## src/rtl/iodelay_sequencer.sv

```systemverilog
// Sequences an idelay tap change: reset idelay + incrementor, settle, trigger the
// incrementor, wait for its ce burst, then verify the returned tap count.
module iodelay_sequencer #(
    parameter int RST_CYCLES    = 4,
    parameter int SETTLE_CYCLES = 8,
    parameter int TIMEOUT       = 80
) (
    input  logic       clk40,
    input  logic       rst,
    input  logic [5:0] delay_in,
    input  logic       delay_load,
    input  logic       inc_en_in,
    input  logic [5:0] actual_delay_in,
    output logic       idelay_rst,
    output logic       count_trig,
    output logic [5:0] spec_delay,
    output logic       busy,
    output logic       done,
    output logic       err,
    output logic [5:0] applied_delay
);

    typedef enum logic [2:0] {IDLE, RESET, SETTLE, TRIG, START, COUNT, CHECK} state_t;

    localparam logic [7:0] RST_LAST    = 8'(RST_CYCLES - 1);
    localparam logic [7:0] SETTLE_LAST = 8'(SETTLE_CYCLES - 1);
    localparam logic [6:0] TMO_LIM     = 7'(TIMEOUT);

    state_t     state, state_n;
    logic [7:0] cnt, cnt_n;
    logic [6:0] tmo, tmo_n, tmo_inc;
    logic       pend, pend_n;
    logic [5:0] pend_val, pend_val_n;
    logic       seq_err, seq_err_n;
    logic [5:0] spec_n, applied_n;
    logic       err_n, done_n;

    assign tmo_inc = (tmo == 7'h7f) ? tmo : tmo + 7'd1;

    always_comb begin
        state_n    = state;
        cnt_n      = cnt;
        tmo_n      = tmo;
        pend_n     = pend;
        pend_val_n = pend_val;
        seq_err_n  = seq_err;
        spec_n     = spec_delay;
        applied_n  = applied_delay;
        err_n      = err;
        done_n     = 1'b0;

        // Requests arriving mid-sequence are parked; the last one wins.
        if (delay_load && state != IDLE && state != CHECK) begin
            pend_n     = 1'b1;
            pend_val_n = delay_in;
        end

        case (state)
            IDLE: begin
                if (delay_load) begin
                    if (delay_in == applied_delay && !err) begin
                        done_n = 1'b1;
                    end else begin
                        spec_n    = delay_in;
                        err_n     = 1'b0;
                        seq_err_n = 1'b0;
                        cnt_n     = 8'd0;
                        state_n   = RESET;
                    end
                end
            end
            RESET: begin
                if (cnt == RST_LAST) begin
                    cnt_n   = 8'd0;
                    state_n = SETTLE;
                end else begin
                    cnt_n = cnt + 8'd1;
                end
            end
            SETTLE: begin
                if (cnt == SETTLE_LAST) begin
                    cnt_n   = 8'd0;
                    state_n = TRIG;
                end else begin
                    cnt_n = cnt + 8'd1;
                end
            end
            TRIG: begin
                tmo_n   = 7'd0;
                state_n = START;
            end
            START: begin
                tmo_n = tmo_inc;
                if (inc_en_in) begin
                    state_n = COUNT;
                end else if (tmo == 7'd1) begin
                    // incrementor never answered the trigger
                    seq_err_n = 1'b1;
                    err_n     = 1'b1;
                    state_n   = CHECK;
                end
            end
            COUNT: begin
                tmo_n = tmo_inc;
                if (!inc_en_in) begin
                    state_n = CHECK;
                end else if (tmo_inc == TMO_LIM) begin
                    seq_err_n = 1'b1;
                    err_n     = 1'b1;
                    state_n   = CHECK;
                end
            end
            CHECK: begin
                done_n = 1'b1;
                if (actual_delay_in == spec_delay && !seq_err)
                    applied_n = spec_delay;
                else
                    err_n = 1'b1;
                // A load in this very cycle counts as pending and overrides the parked one.
                if (delay_load || pend) begin
                    spec_n    = delay_load ? delay_in : pend_val;
                    pend_n    = 1'b0;
                    seq_err_n = 1'b0;
                    cnt_n     = 8'd0;
                    state_n   = RESET;
                end else begin
                    state_n = IDLE;
                end
            end
            default: state_n = IDLE;
        endcase
    end

    always_ff @(posedge clk40) begin
        if (rst) begin
            state         <= IDLE;
            cnt           <= 8'd0;
            tmo           <= 7'd0;
            pend          <= 1'b0;
            pend_val      <= 6'd0;
            seq_err       <= 1'b0;
            idelay_rst    <= 1'b0;
            count_trig    <= 1'b0;
            spec_delay    <= 6'd0;
            busy          <= 1'b0;
            done          <= 1'b0;
            err           <= 1'b0;
            applied_delay <= 6'd0;
        end else begin
            state         <= state_n;
            cnt           <= cnt_n;
            tmo           <= tmo_n;
            pend          <= pend_n;
            pend_val      <= pend_val_n;
            seq_err       <= seq_err_n;
            // Strobes decode the next state so they line up with the state register.
            idelay_rst    <= (state_n == RESET);
            count_trig    <= (state_n == TRIG);
            spec_delay    <= spec_n;
            busy          <= (state_n != IDLE);
            done          <= done_n;
            err           <= err_n;
            applied_delay <= applied_n;
        end
    end

endmodule

```

## config.mk

```make
export PLATFORM = sky130hd
export DESIGN_NAME = iodelay_sequencer
export DESIGN_NICKNAME = d
export VERILOG_FILES = /design/src/rtl/iodelay_sequencer.sv
export SDC_FILE = /design/constraint.sdc
export NUM_CORES = 1
export LEC_CHECK = 0
export CAP_MARGIN = 20
export CORE_MARGIN = 2
export CORE_UTILIZATION = 45
export DETAILED_ROUTE_END_ITERATION = 12
export GPL_TIMING_DRIVEN = 0
export PLACE_DENSITY_LB_ADDON = 0.3
export SETUP_SLACK_MARGIN = 0.15
export SYNTH_ARGS = -nofsm -noshare
export SYNTH_HDL_FRONTEND = slang
export SYNTH_SLANG_ARGS = --single-unit
```

## constraint.sdc

```tcl
create_clock -name clk40 -period 6.5 [get_ports clk40]
set_input_delay 0.975 -clock clk40 [delete_from_list [all_inputs] [get_ports clk40]]
set_output_delay 0.975 -clock clk40 [all_outputs]
set_load 0.01 [all_outputs]
```

## Word level (Yosys, flattened, before mapping)

Index checks and enable logic that the tools add are counted.

| storage, ports and cells | value |
|---|---|
| bits in registers | 43 |
| latch bits | 0 |
| RAM bits | 0 |
| ROM bits | 0 |
| input bits | 16 |
| output and inout bits | 17 |
| memories | 0 |

| operators by class | value |
|---|---|
| add/subtract/negate cells | 2 |
| multiply operators | 0 |
| divide/modulo/power cells | 0 |
| order comparisons | 0 |
| equality and inequality tests | 24 |
| shift-type cells | 0 |
| muxes and demuxes | 39 |
| bitwise logic cells | 0 |
| reductions and logical operators | 20 |

Operators with widths:

| operator | count |
|---|---|
| $mux 8 | 5 |
| $pmux 8 s4 | 1 |
| $mux 3 | 8 |
| $mux 6 | 4 |
| $pmux 3 s7 | 1 |
| $ne 2x2->1 const B | 8 |
| $reduce_and 8->1 | 2 |
| $eq 7x7->1 const B | 2 |
| $mux 1 | 14 |
| $pmux 7 s2 | 1 |
| $eq 6x6->1 | 2 |
| $pmux 6 s2 | 1 |
| $eq 3x2->1 const B | 3 |
| $eq 3x3->1 const B | 3 |
| $add 8x1->8 const B | 1 |
| $eq 8x2->1 const B | 1 |
| $eq 8x3->1 const B | 1 |
| $pmux 1 s4 | 2 |
| $reduce_and 4->1 | 2 |
| $reduce_bool 4->1 | 2 |
| $add 7x1->7 const B | 1 |
| $eq 7x1->1 const B | 1 |
| $mux 7 | 1 |
| $eq 3x1->1 const B | 2 |
| 10 further kinds | 16 |

## Logic depth before layout (Yosys ltp)

| logic depth | value |
|---|---|
| word-level depth | 7 |
| depth in mapped cells | 8 |

## Worst setup path after synthesis

Ideal clock, no wire load.

| path | value |
|---|---|
| path kind | input to register |
| from | in inc_en_in |
| to | reg seq_err |
| data arrival time | 2.300 ns |
| data required time | 6.397 ns |
| slack | 4.097 ns |
| cell stages on the path | 6 |
| path buffers | 0 |
| cell sequence | or4b_4 > nor4_4 > o21ai_1 > a211oi_2 > a21oi_1 > a2111oi_2 |

| between the ends | value |
|---|---|
| word-level cells in the longest chain between the ends | 2 |
| elaborated cells between the ends (all ways) | 3 |
| those cells by class | 2 x eq/ne; 1 x reduce/logical |

Ends and longest elaborated chain:

| what | RTL line | source |
|---|---|---|
| from (decl) | 12 | `input logic inc_en_in,` |
| $ne 2x2->1 (no line) | n/a |  |
| $reduce_and 8->1 (no line) (*) | n/a |  |
| to (signal assigned) | 155 | `seq_err <= seq_err_n;` |
| to (decl) | 34 | `logic seq_err, seq_err_n;` |

Every way passes the cells marked *; elsewhere a longest branch is shown, timed or not.
A chain may end at the register's enable or synchronous reset.

## Final worst setup path

| path | value |
|---|---|
| from | in delay_in[3] |
| to | reg cnt[5] |

| between the ends | value |
|---|---|
| word-level cells in the longest chain between the ends | 4 |

Ends and longest elaborated chain:

| what | RTL line | source |
|---|---|---|
| from (decl) | 10 | `input logic [5:0] delay_in,` |
| $eq 6x6->1 | 61 | `if (delay_in == applied_delay && !err) begin` |
| $logic_and 1x1->1 | 61 |  |
| $ne 2x2->1 (no line) | n/a |  |
| $reduce_and 4->1 (no line) | n/a |  |
| to (signal assigned) | 151 | `cnt <= cnt_n;` |
| to (decl) | 30 | `logic [7:0] cnt, cnt_n;` |

No other way between the ends.

==> results.md <==
* Longest individual stage delay on the worst path at 560 ps
* Worst VDD drop at 0.0001177 V
* Class of the most critical setup path: input pin to flop
* Yosys reg bits at 43
* Final number of hold-violating endpoints at 0
* First-pass GRT wire length at 9763 um
* Buffers on Ports at 31
* Portion of synthesized cell area occupied by the leading cell type at 0.3598
* Final total negative setup slack at 0 ps
* Placed wire-length estimate at 4137 um
* Final number of max-transition violations at 0
* Clock share of power at 0.363
* Relative contribution of combinational cells to total power at 0.139
* Worst Setup End Kind: flop
* Final weighted congestion in routability-driven placement at 0.8839
* Post-synthesis cell count at 277
* Insertion delay of the later-clocked pin in the worst-skew pair at 300 ps
* Standby leakage power at 1.109 nW
* Register share of total power at 0.498
* Vias in the first global route at 2045
* Sum of internal, switching and leakage power at 564.6 uW
* Share of post-route cells with drive strength above 1 at 0.1238
* First-pass detailed-route iteration total at 7
* GRT Util Overall at 0.2055
* Share of the cycle needed by the critical path after routing at 0.4513
* Post-Layout Cell Count at 385
* Total number of H-tree levels at 2
* Placed instance count at 378
* Die span in x at 76.91 um
* CTS sink count at 43
* Number of warnings reported in the yosys synthesis log at 0
* CP dominant cell by count: sky130_fd_sc_hd__a21oi_1
* Final Routed Wirelength at 5839 um
* Required @ worst endpoint at 6740 ps
* Number of gates given a new drive strength after cts at 0
* Critical Path Source Type: input pin
* Total nets after synthesis at 296
* Number of buffers added for setup after CTS at 0
* Total I/O pin count at 33
* Cells along the critical path: clkdlybuf4s50_1 > xor2_1 > nor4_1 > a21oi_1 > o2111ai_1 > o21ai_0 > a21oi_1
* Initial antenna violation count at 0
* Floorplan core area at 5107 um^2
* Avg WL per Cell at 15.17 um
* Initial core utilization at 0.4684
* Die footprint at 5915 um^2
* Remaining Overflow, GRT at 0
* Number of cell instances on the worst register-to-register path at 8
* Number of setup violations in the final report at 0
* Clock tree from TritonCTS: yes
* Layout overhead on the synthesized area at 20.92%
* Worst max-slew margin expressed relative to the limit at 0.4386
* Number of CTS-inserted buffers at 5
* Type of the most critical hold path: flop to flop
* Cell count of the worst hold path at 2
* Unrepaired setup endpoints after global routing: false
* Library cell occupying the most area in the post-synthesis netlist: sky130_fd_sc_hd__dfxtp_1
* Worst Max-Slew Pin Slew at 837.1 ps
* Average cell area after synthesis at 8.636 um^2
* WP buf/inv at 1
* Count of hold-fix buffers inserted at cts at 0
* Max_cap viols at 0
* Top cells by area, synth: sky130_fd_sc_hd__dfxtp_1 36%, sky130_fd_sc_hd__nor2_1 6.1%, sky130_fd_sc_hd__mux2i_1 5.4%, sky130_fd_sc_hd__xor2_1 4.0%, sky130_fd_sc_hd__nand2_1 3.6%
* Sequential-to-total area share from yosys stat at 0.3598
* Detailed-route DRC error count at 0
* Unique masters post-synth at 62
* Critical path fanouts, max at 5
* Buffer cell driving the clock tree root: sky130_fd_sc_hd__clkbuf_8
* Final net count at 334
* Crit. path cell count at 7
* Cell area power density at 195.2 nW/um^2
* Antenna diodes at 0
* Most common flop cell mapped by yosys: sky130_fd_sc_hd__dfxtp_1
* Worst path top cell family by delay: compound AO/OA/AOI/OAI gates
* Number of enable-type register cells in the synthesized netlist at 0
* Via count at 2192
* Max frequency at 340.9 MHz
* Clk slew on worst S/H paths at 80 ps
* Final critical delay including setup and external delays at 2934 ps
* Most frequent standard cell in the layout excluding fill and tap cells: sky130_fd_sc_hd__dfxtp_1
* Die extent in y at 76.91 um
* Via-per-instance ratio at 5.694
* Data arrival time at the worst-slack endpoint at 3170 ps
* Placement Rows at 26
* Worst-case clock buffer depth at 2
* Most frequent cells in the layout: 43 x sky130_fd_sc_hd__dfxtp_1, 39 x sky130_fd_sc_hd__nor2_1, 31 x sky130_fd_sc_hd__clkdlybuf4s50_1
* Pin count of the biggest net entering global routing at 13
* Clock skew at 4.720 ps
* Starting DRT DRC Count at 194
* Sw Ratio at 0.2480
* Mapped Area at 2392 um^2
* Internal power summed over all cells at 424.6 uW
* Outcome: complete, no violations
* Slowest stage cell, crit path: sky130_fd_sc_hd__nor4_1
* Async set-reset flop share out of synthesis at 0
* Sw power at 140.0 uW
* DRT antenna net count at 0
==> flip-flops by register name (all words and copies together), names as in the netlist <==
name / flops
err: 1
pend: 1
seq_err: 1
tmo: 7
state: 3
pend_val: 6
idelay_rst: 1
count_trig: 1
spec_delay: 6
applied_delay: 6
done: 1
busy: 1
cnt: 8
==> logic make-up after synthesis <==
family	synth area share
adder cells (fa/ha/maj)	0.01569
XOR/XNOR	0.06590
AO/OA/AOI/OAI	0.1909
multiplexers	0.06067
flip-flops	0.3598
AND/OR/NAND/NOR	0.2510
buffers and inverters	0.05596
==> worst min-delay path, cell delays in order, from the launching register on <==
cell                       delay (ps)
sky130_fd_sc_hd__dfxtp_1          310
sky130_fd_sc_hd__nand2_1           50
sky130_fd_sc_hd__a311oi_1          70
==> cell type report <==
type | instances | area (um^2)
plain buffers | 16 | 115.1
clock buffers | 6 | 72.57
well taps | 70 | 87.58
repair buffers | 31 | 310.3
inverters | 5 | 18.77
clock inverters | 1 | 30.03
fillers | 497 | 2215
multi-input cells | 213 | 1398
flip-flops and latches | 43 | 860.8
==> cells in the mapped netlist, drive strengths merged, types with 5 or more instances <==
master / number
xnor2: 7
nor2: 40
o21ai: 13
nor4: 5
clkbuf: 10
nand2: 23
and3: 5
buf: 6
mux2i: 13
a21oi: 17
nor3: 13
a311oi: 7
inv: 5
xor2: 11
dfxtp: 43
==> power groups by stage <==
stage	Sequential, mW	Clock [mW]	Combinational, mW
2_1_floorplan	0.288	0	0.0446
3_3_place_gp	0.287	0	0.0773
3_5_place_dp	0.287	0	0.0786
4_1_cts	0.281	0.210	0.0789
5_1_grt	0.283	0.220	0.0856
6_report	0.281	0.205	0.0785
==> final timing paths <==
| kind | slack, ps | from | to |
|---|---|---|---|
| setup / recovery | 3570 | delay_in[3] | cnt[5] |
| hold / removal | 480 | pend_val[2] | spec_delay[2] |
| setup reg to reg | 4180 | cnt[0] | cnt[1] |
| hold reg to reg | 480 | pend_val[2] | spec_delay[2] |
==> per-stage QoR <==
step	utilization	instance area (um^2)	setup WS, ps	hold WS (ps)
4_1_cts	0.5664	2893	3635	481.7
6_report	0.5664	2893	3566	478.2
3_5_place_dp	0.5463	2790	3324	470.7
5_1_grt	0.5664	2893	3368	498.0
2_1_floorplan	-	2392	4097	450.8
3_3_place_gp	0.5463	2790	3356	461.2
==> metal layers <==
metal / track usage / part of all wire
met1: 0.2725 / 0.48
met2: 0.3333 / 0.46
met3: 0.04000 / 0.045
met4: 0.07091 / 0.018
met5: 0 / 0
(Power assumes the default switching activity.)
